<file path="src/rtl/fetch_stage.sv">
// ---------------------------------------------------------------------------
// fetch_stage
//   Instruction-fetch stage of the 16-bit CPU. Owns the PC (FetchAddr),
//   issues requests to instruction memory, handles branch redirects and
//   hazard stalls, and holds the IF/ID pipeline register that feeds the
//   control-unit decoder.
//
// Ports
//   Clock         in   system clock, rising edge
//   Reset_n       in   asynchronous active-low reset
//   IMemReq       out  fetch request (registered), held until IMemAck
//   IMemAddr      out  fetch address (registered), stable while IMemReq=1
//   IMemAck       in   memory returns IMemData this cycle
//   IMemData      in   instruction word, valid with IMemAck
//   Stall         in   hazard: hold IF/ID, accept no new instruction
//   BranchTaken   in   redirect / flush request
//   BranchTarget  in   redirect address (bit 0 forced to 0)
//   InstrValid    out  IF/ID holds a live instruction
//   Instruction   out  IF/ID instruction register
//   OPCODE        out  Instruction[15:12]
//   PcPlus2       out  address of the IF/ID instruction + 2
//   dbg_state     out  current FSM state (S_IDLE=0, S_REQ=1, S_DROP=2, S_HOLD=3)
//
// Handshake: a transfer happens on a rising edge where IMemReq=1 and
// IMemAck=1. Once raised, IMemReq and IMemAddr stay constant until that
// edge. IMemAck while IMemReq=0 has no effect.
// ---------------------------------------------------------------------------
module fetch_stage #(
    parameter int                    PC_WIDTH    = 16,
    parameter int                    INSTR_WIDTH = 16,
    parameter logic [PC_WIDTH-1:0]   RESET_PC    = '0
) (
    input  logic                   Clock,
    input  logic                   Reset_n,
    output logic                   IMemReq,
    output logic [PC_WIDTH-1:0]    IMemAddr,
    input  logic                   IMemAck,
    input  logic [INSTR_WIDTH-1:0] IMemData,
    input  logic                   Stall,
    input  logic                   BranchTaken,
    input  logic [PC_WIDTH-1:0]    BranchTarget,
    output logic                   InstrValid,
    output logic [INSTR_WIDTH-1:0] Instruction,
    output logic [3:0]             OPCODE,
    output logic [PC_WIDTH-1:0]    PcPlus2,
    output logic [1:0]             dbg_state
);

    typedef enum logic [1:0] {
        S_IDLE = 2'd0,
        S_REQ  = 2'd1,
        S_DROP = 2'd2,
        S_HOLD = 2'd3
    } state_t;

    state_t                 state, state_d;
    logic [PC_WIDTH-1:0]    fetch_addr, fetch_addr_d;
    logic [PC_WIDTH-1:0]    addr_d;
    logic                   req_d;
    logic                   valid_d;
    logic [INSTR_WIDTH-1:0] instr_d;
    logic [PC_WIDTH-1:0]    pc_plus2_d;
    logic [INSTR_WIDTH-1:0] skid_data, skid_data_d;
    logic [PC_WIDTH-1:0]    fetch_inc;
    logic [PC_WIDTH-1:0]    target;

    assign fetch_inc = fetch_addr + PC_WIDTH'(2);   // wraps mod 2^PC_WIDTH
    assign target    = BranchTarget & ~PC_WIDTH'(1);
    assign OPCODE    = Instruction[INSTR_WIDTH-1 -: 4];
    assign dbg_state = state;

    // State register
    always_ff @(posedge Clock or negedge Reset_n) begin
        if (!Reset_n) state <= S_IDLE;
        else          state <= state_d;
    end

    // Next-state logic; priority is BranchTaken > Stall > IMemAck
    always_comb begin
        state_d = state;
        case (state)
            S_IDLE: state_d = S_REQ;
            S_REQ: begin
                if (BranchTaken)  state_d = IMemAck ? S_REQ : S_DROP;
                else if (IMemAck) state_d = Stall ? S_HOLD : S_REQ;
            end
            // The outstanding request must complete before redirecting
            S_DROP: if (IMemAck) state_d = S_REQ;
            S_HOLD: if (BranchTaken || !Stall) state_d = S_REQ;
            default: state_d = S_IDLE;
        endcase
    end

    // Output / datapath next values
    always_comb begin
        fetch_addr_d = fetch_addr;
        valid_d      = InstrValid;
        instr_d      = Instruction;
        pc_plus2_d   = PcPlus2;
        skid_data_d  = skid_data;
        case (state)
            S_REQ: begin
                if (BranchTaken) begin
                    valid_d      = 1'b0;
                    fetch_addr_d = target;
                end else if (IMemAck) begin
                    fetch_addr_d = fetch_inc;
                    if (Stall) begin
                        skid_data_d = IMemData;
                    end else begin
                        instr_d    = IMemData;
                        valid_d    = 1'b1;
                        pc_plus2_d = fetch_inc;
                    end
                end else if (!Stall) begin
                    valid_d = 1'b0;
                end
            end
            S_DROP: begin
                valid_d = 1'b0;
                if (BranchTaken) fetch_addr_d = target;
            end
            S_HOLD: begin
                if (BranchTaken) begin
                    valid_d      = 1'b0;
                    fetch_addr_d = target;
                    skid_data_d  = '0;
                end else if (!Stall) begin
                    // fetch_addr already advanced past the skid entry,
                    // so it equals the skid instruction's address + 2.
                    instr_d     = skid_data;
                    valid_d     = 1'b1;
                    pc_plus2_d  = fetch_addr;
                    skid_data_d = '0;
                end
            end
            default: ;
        endcase
        req_d  = (state_d == S_REQ) || (state_d == S_DROP);
        // S_DROP keeps the stale address on the bus until its ack arrives
        addr_d = (state_d == S_REQ) ? fetch_addr_d : IMemAddr;
    end

    // Datapath registers
    always_ff @(posedge Clock or negedge Reset_n) begin
        if (!Reset_n) begin
            fetch_addr  <= RESET_PC;
            IMemReq     <= 1'b0;
            IMemAddr    <= RESET_PC;
            InstrValid  <= 1'b0;
            Instruction <= '0;
            PcPlus2     <= '0;
            skid_data   <= '0;
        end else begin
            fetch_addr  <= fetch_addr_d;
            IMemReq     <= req_d;
            IMemAddr    <= addr_d;
            InstrValid  <= valid_d;
            Instruction <= instr_d;
            PcPlus2     <= pc_plus2_d;
            skid_data   <= skid_data_d;
        end
    end

endmodule

</file>
<file path="config.mk">
export PLATFORM = sky130hd
export DESIGN_NAME = fetch_stage
export DESIGN_NICKNAME = d
export VERILOG_FILES = /design/src/rtl/fetch_stage.sv
export SDC_FILE = /design/constraint.sdc
export NUM_CORES = 1
export LEC_CHECK = 0
export ABC_CLOCK_PERIOD_IN_PS = 2900
export CAP_MARGIN = 30
export CORE_ASPECT_RATIO = 0.9
export CORE_UTILIZATION = 60
export DETAILED_ROUTE_END_ITERATION = 16
export DONT_BUFFER_PORTS = 1
export HOLD_SLACK_MARGIN = 0.05
export PLACE_DENSITY = 0.82
export SLEW_MARGIN = 30
export SYNTH_ARGS = -nofsm -noshare
export SYNTH_HDL_FRONTEND = slang
export SYNTH_SLANG_ARGS = --single-unit
</file>
<file path="constraint.sdc">
create_clock -name Clock -period 2.9 [get_ports Clock]
set_input_delay 0.29 -clock Clock [delete_from_list [all_inputs] [get_ports Clock]]
set_output_delay 0.29 -clock Clock [all_outputs]
set_load 0.005 [all_outputs]
</file>
==> summary.md, run 1 <==
| Metric | Value |
|---|---|
| Worst path slowest cell | `nor2_1` |
| I/O Buffers | `0` |
| Max Clk Rate | `0.4771 GHz` |
| Num ports | `93` |
| Initial Util | `63.68%` |
| Layout cells sized above 1 | `a little over an eighth` |
| Nets | `472` |
| Dpl cell area | `4257 sq um` |
| Die Ht | `82.36 um` |
| Async SR Flop Fraction | `100.0%` |
| Largest net degree at the start of global routing | `85` |
| Synth area leader | `dfrtp_1` |
| Maximum Capacitance Violations | `0` |
| Tcrit/Tclk final | `between 70% and 80%` |
| Reg clk slew, reported paths | `80 ps` |
| YS warnings | `0` |
| First-pass GRT wire length | `14850 um` |
| Mapped cell area | `4305 sq um` |
| Clk Tree Root Cell | `clkbuf_8` |
| Die width | `91.29 um` |
| Critical Path Fanout Max | `25` |
| Tmin final | `2096 ps` |
| Total track usage | `25.50%` |
| Core area | `6761 sq um` |
| CP delay by family, top | `simple AND/OR/NAND/NOR gates` |
| Die area | `7519 sq um` |
| Synthesis-to-layout area growth | `4.969%` |
| DR pass1 iterations | `4` |
| Post-CTS setup buffer count | `0` |
| Setup TNS | `0 ps` |
| CTS buffer count | `9` |
| Total congestion overflow | `0` |
| Slew HR | `40.83%` |
| Total power | `3671 uW` |
| CP peak stage delay | `670 ps` |
| Max-slew violations | `0` |
| Status | `finished clean` |
| Required @ worst endpoint | `~3200 ps` |
| Clk_lat worst skew | `360 ps` |
| Crit. End Element | `register` |
| Worst EP arrival | `between 2000 and 2500 ps` |
| Drt drc | `0` |
| Final Skew | `10.22 ps` |
| RSZ-0062 raised after global routing | `false` |
| Power per cell area | `~810 nW/um^2` |
| Ant diodes | `0` |
| Antenna Nets Post-Route | `0` |
| Vias in the first global route | `around 3000` |
| Buf/Inv on CP | `1` |
| Area contributors post-synth | `dfrtp_1 (49%), mux2_2 (6.5%), nand2_1 (6.1%), nor2_1 (4.4%), xnor2_1 (3.3%)` |
| CTS tree | `built` |
| Count of different cell masters after synthesis | `47` |
| CTS max path bufs | `2` |
| Detail Placement HPWL | `6218 um` |
| WL/cell | `17.47 um` |
| Initial antenna violation count | `0` |
| FF+latch count, synth | `84` |
| Design area | `~4500 sq um` |
| Dominant cell type by count on the critical path | `nor2_1` |
| Synth top area share | `between 40% and 50%` |
| Number of vias per cell | `6.100` |
| Pin slew with the least headroom to its limit | `885.4 ps` |
| Routability cong. | `just under 0.9` |
| EDFF count, synth | `0` |
| Initial DRC Count | `290` |
| Crit path cell chain | `buf_4 > nor2_1 > nor2_1 > a21oi_1 > o22a_1 > mux2_2` |
| Final core utilization | `66.84%` |
| Hold Vio Cnt, Final | `0` |
| Post-synth top flop | `dfrtp_1` |
| Hold Path Class | `in -> reg` |
| Routed wire length | `~9200 um` |
| # rows | `28` |
| Critical path class | `reg -> reg` |
| Clk sink count | `84` |
| H-tree depth | `3` |
| Mapped Nets | `496` |
| VDD IR-drop max | `663.5 uV` |
| Worst setup SP type | `register` |
| Vias | `3221` |
| Mean area per synthesized cell | `approximately 9.4 sq um` |
| Sequential area share after synthesis | `48.82%` |
| Setup violations, final | `0` |
| Mapped Cells | `457` |
| Static leakage | `roughly 0.0018 uW` |
layout make-up:
class	instances	area, sq um
clock inverters	6	87.58
repair buffers	9	105.1
well taps	90	112.6
fillers	529	2242
inverters	7	26.28
flip-flops and latches	84	2102
multi-input cells	322	1958
clock buffers	10	127.6
registers in the layout (all words and copies together), names as in the netlist:
signal	count
skid_data	16
IMemAddr	16
fetch_addr	16
InstrValid	1
IMemReq	1
dbg_state	2
PcPlus2	16
Instruction	16
report_power, final:
group | internal [uW] | switching, uW
clock | 487 | 424
combinational | 383 | 468
sequential | 1530 | 374
total | 2400 | 1270
cells in the mapped netlist (3+ instances only):
master    instances
nand2_1          70
nor3_1           11
xor2_1            7
a31oi_1          22
nand2b_1          3
inv_1             7
clkbuf_1         10
a21oi_1          26
mux2_2           25
o21ai_0          18
a32o_1           10
buf_1             5
nor3_2            3
a211oi_1          4
xnor2_1          16
nor2b_1           4
buf_2            20
mux2i_1           3
nand3_1           6
nand4_1           5
nor2_1           51
dfrtp_1          84
buf_4             7
nor4_1            5
o21ai_1           6
timing repair:
item / CTS / global route
endpoints found under the setup margin: 0 / 0
hold buffers: 3 / 0
resized for setup: 0 / 0
endpoints found under the hold margin: 85 / 0
routing by layer:
metal | track usage, % | vias up | part of all wire (%)
li1 | - | 1540 | -
met1 | 34.03 | 1550 | 44
met2 | 39.77 | 120 | 47
met3 | 9.524 | 11 | 8.2
met4 | 6.508 | 0 | 1.0
met5 | 0 | - | 0
through the flow:
stage | setup WS [ps] | hold WS, ps | cells
after detailed placement | 864.2 | -3.942 | 509
after CTS | 844.6 | 64.01 | 528
after global routing | 630.3 | 72.41 | 528
final | 804.0 | 76.00 | 528
after global placement | 906.8 | -3.955 | 509
after floorplan | 423.9 | -5.591 | 457
cell usage in the layout, fill, tap and decap left out, drive strengths merged, types with 3 or more instances in the layout:
cell type / n
nand2b: 3
a31oi: 22
mux2i: 3
xnor2: 16
a211oi: 4
inv: 8
nor2b: 4
clkbuf: 10
dfrtp: 84
o21ai: 25
a21oi: 28
nand3: 7
xor2: 7
nor3: 14
nor4: 5
nor2: 53
buf: 7
clkinv: 3
nand4: 6
nand2: 70
mux2: 26
a32o: 10
path summary, 6_finish.rpt:
path                                            from                   endpoint  slack, ps  cells after the start
max in group asynchronous                    Reset_n    PcPlus2[13]$_DFFE_PN0P_       2070                      2
min                                          IMemAck     dbg_state[0]$_DFF_PN0_         80                      1
min reg2reg                skid_data[12]$_DFFE_PN0P_  skid_data[12]$_DFFE_PN0P_        490                      2
max reg2reg                   dbg_state[0]$_DFF_PN0_    IMemAddr[5]$_DFFE_PN0N_        800                      6
max                           dbg_state[0]$_DFF_PN0_    IMemAddr[5]$_DFFE_PN0N_        800                      6
min in group asynchronous                    Reset_n   IMemAddr[10]$_DFFE_PN0N_        480                      2
cells by family after synthesis:
group / count (synthesis) / share of synthesized area, %
DFF: 84 / 48.82
xor gates and xnor gates: 23 / 4.679
adders and majority gates: 2 / 0.5811
buffers and inverters: 51 / 5.842
and+or+nand+nor: 171 / 18.40
muxes: 29 / 7.498
AOI/OAI and AO/OA: 97 / 14.18
Power figures use the tool's default switching activity.
==> run 2, diff against run 1 <==
--- a/config.mk
+++ b/config.mk
@@ -5,14 +5,14 @@
 export SDC_FILE = /design/constraint.sdc
 export NUM_CORES = 1
 export LEC_CHECK = 0
-export ABC_CLOCK_PERIOD_IN_PS = 2900
+export ABC_CLOCK_PERIOD_IN_PS = 1800
 export CAP_MARGIN = 30
 export CORE_ASPECT_RATIO = 0.9
-export CORE_UTILIZATION = 60
+export CORE_UTILIZATION = 57
 export DETAILED_ROUTE_END_ITERATION = 16
 export DONT_BUFFER_PORTS = 1
 export HOLD_SLACK_MARGIN = 0.05
-export PLACE_DENSITY = 0.82
+export PLACE_DENSITY = 0.81
 export SLEW_MARGIN = 30
 export SYNTH_ARGS = -nofsm -noshare
 export SYNTH_HDL_FRONTEND = slang
==> constraint.sdc (replaced) <==
create_clock -name Clock -period 1.8 [get_ports Clock]
set_input_delay 0.18 -clock Clock [delete_from_list [all_inputs] [get_ports Clock]]
set_output_delay 0.18 -clock Clock [all_outputs]
set_load 0.005 [all_outputs]
==> summary.md, run 2 (synthesis results as in run 1) <==
| Metric | Value |
|---|---|
| Drt drc | `0` |
| Core area | `between 7000 and 8000 sq um` |
| Sequential power share | `between 50% and 60%` |
| Buf/Inv on CP | `2` |
| First-pass GRT wire length | `16890 um` |
| Num ports | `between 90 and 100` |
| Logic pwr share | `29.3%` |
| Vias in the first global route | `roughly 3500` |
| Total track usage | `27.81%` |
| Critical Path Fanout Max | `6` |
| # rows | `29` |
| Clk Tree Root Cell | `clkbuf_8` |
| Critical path class | `reg -> reg` |
| Routability cong. | `~0.9` |
| Worst Setup SP | `dbg_state[1]$_DFF_PN0_` |
| Antenna Nets Post-Route | `0` |
| Ant diodes | `0` |
| Status | `finished, violations left` |
| VDD IR-drop max | `669.9 uV` |
| CP peak stage delay | `550 ps` |
| Setup violations, final | `1` |
| Final Skew | `11.74 ps` |
| Hold-fix buffers at CTS | `22` |
| Slew HR | `60.15%` |
| Sw power | `2198 uW` |
| CP delay by family, top | `buffers and inverters` |
| Clk sink count | `84` |
| Maximum Capacitance Violations | `0` |
| Die width | `93.61 um` |
| RSZ-0062 raised after global routing | `true` |
| Max-slew violations | `0` |
| Static leakage | `0.002084 uW` |
| Die area | `7905 sq um` |
| Most frequent cells in the layout | `dfrtp_1 (75), nand2_1 (69), nor2_1 (49)` |
| Worst path slowest cell | `dlygate4sd3_1` |
| Die Ht | `between 80 and 90 um` |
| Final core utilization | `70.43%` |
| DR pass1 iterations | `5` |
| Initial Util | `about three fifths` |
| Final worst slack | `-10.10 ps` |
| Pin slew with the least headroom to its limit | `590.0 ps` |
| Dominant cell type by count on the critical path | `a21oi_1` |
| Tcrit/Tclk final | `100.6%` |
| Required @ worst endpoint | `2050 ps` |
| Reg clk slew, reported paths | `100 ps` |
| Internal | `3865 uW` |
| Nets | `520` |
| Final hold slack | `-501.7 ps` |
| Worst EP arrival | `2060 ps` |
| Failing checks | `hold timing, setup timing` |
| Number of vias per cell | `5.979` |
| Max Clk Rate | `0.5525 GHz` |
| H-tree depth | `3` |
| Total power | `between 6000 and 7000 uW` |
| CTS buffer count | `9` |
| Detail Placement HPWL | `between 6000 and 7000 um` |
| Vias | `3462` |
| Hold Path Class | `in -> async` |
| Power per cell area | `roughly 1200 nW/um^2` |
| Hold Vio Cnt, Final | `between 80 and 90` |
| Routed wire length | `~10000 um` |
| Initial antenna violation count | `0` |
| Total congestion overflow | `0` |
| Clk_lat worst skew | `around 370 ps` |
| Worst setup SP type | `register` |
| Crit. End Element | `register` |
| CTS max path bufs | `2` |
| CTS tree | `built` |
| Setup TNS | `-10.10 ps` |
| WL/cell | `17.85 um` |
| Synthesis-to-layout area growth | `17.52%` |
| Tmin final | `1810 ps` |
| Commonest non-fill, non-tap cell in the layout | `dfrtp_1` |
| Clock Power Share | `roughly a fifth` |
| Initial DRC Count | `about 310` |
| Switch share | `36.25%` |
| Largest net degree at the start of global routing | `between 80 and 90` |
| I/O Buffers | `0` |
| Reg2reg start | `dbg_state[1]$_DFF_PN0_` |
| Layout cells sized above 1 | `22.84%` |
| Crit path cell chain | `buf_4 > nor3_1 > nor2_1 > a21oi_1 > a21oi_1 > dlygate4sd3_1` |
run 2: cell types whose count changed in the layout (fill, tap and decap cells not counted), sizes merged:
cell and change:
buf +28, dlygate4sd3 +20, clkbuf -1, inv +1, clkinvlp +2, bufinv -2
run 2: final timing paths:
| check | to | slack [ps] | depth (start not counted) |
|---|---|---|---|
| max | InstrValid$_DFFE_PN0P_ | -10 | 6 |
| min | PcPlus2[8]$_DFFE_PN0P_ | -500 | 0 |
| max reg2reg | InstrValid$_DFFE_PN0P_ | -10 | 6 |
| min reg2reg | skid_data[12]$_DFFE_PN0P_ | 490 | 2 |
| max in group asynchronous | fetch_addr[4]$_DFF_PN0_ | 2180 | 0 |
| min in group Clock | fetch_addr[15]$_DFF_PN0_ | 90 | 3 |
run 2: through the flow:
| step | setup slack (ps) | area, sq um | std cells |
|---|---|---|---|
| 6_report | -10.10 | 5060 | 579 |
| 4_1_cts | 0.8387 | 4927 | 574 |
| 3_5_place_dp | -88.09 | 4508 | 536 |
| 3_3_place_gp | -35.58 | 4508 | 536 |
| 2_1_floorplan | -87.26 | 4372 | 457 |
| 5_1_grt | -47.45 | 5060 | 579 |
run 2: layer usage:
metal | track usage, % | wire length, um | up-vias
met5 | 0 | 0 | -
met4 | 12.31 | 270 | 0
met3 | 7.971 | 806 | 25
met2 | 44.45 | 4927 | 136
met1 | 35.27 | 4331 | 1671
li1 | - | - | 1630
run 2: worst reg2reg max path, cell delays in order (launching register included):
cell,delay [ps]
dfrtp_2,460
buf_4,180
nor3_1,230
nor2_1,80
a21oi_1,150
a21oi_1,50
dlygate4sd3_1,550
run 2: what timing repair did:
item                                    in CTS  in global routing
endpoints found under the hold margin      120                 84
gates resized for setup                      4                 26
endpoints found under the setup margin      16                 40
pin swaps                                    2                  9
buffers inserted                             0                  5
run 2: layout make-up:
type	count	area (sq um)
clock buffer	9	123.9
clock inverter	7	58.81
fill	518	2125
inverter	7	26.28
multi-input combinational	322	2068
sequential	84	2113
tap	93	116.4
timing repair buffer	57	553.0
run 2: power groups by stage:
stage / sequential, uW / combinational [uW] / clock [uW]
floorplan: 2830 / 1400 / 0
global placement: 3020 / 1540 / 0
detailed placement: 3050 / 1610 / 0
CTS: 3010 / 1660 / 1290
global route: 3120 / 1970 / 1350
finish: 3030 / 1780 / 1260
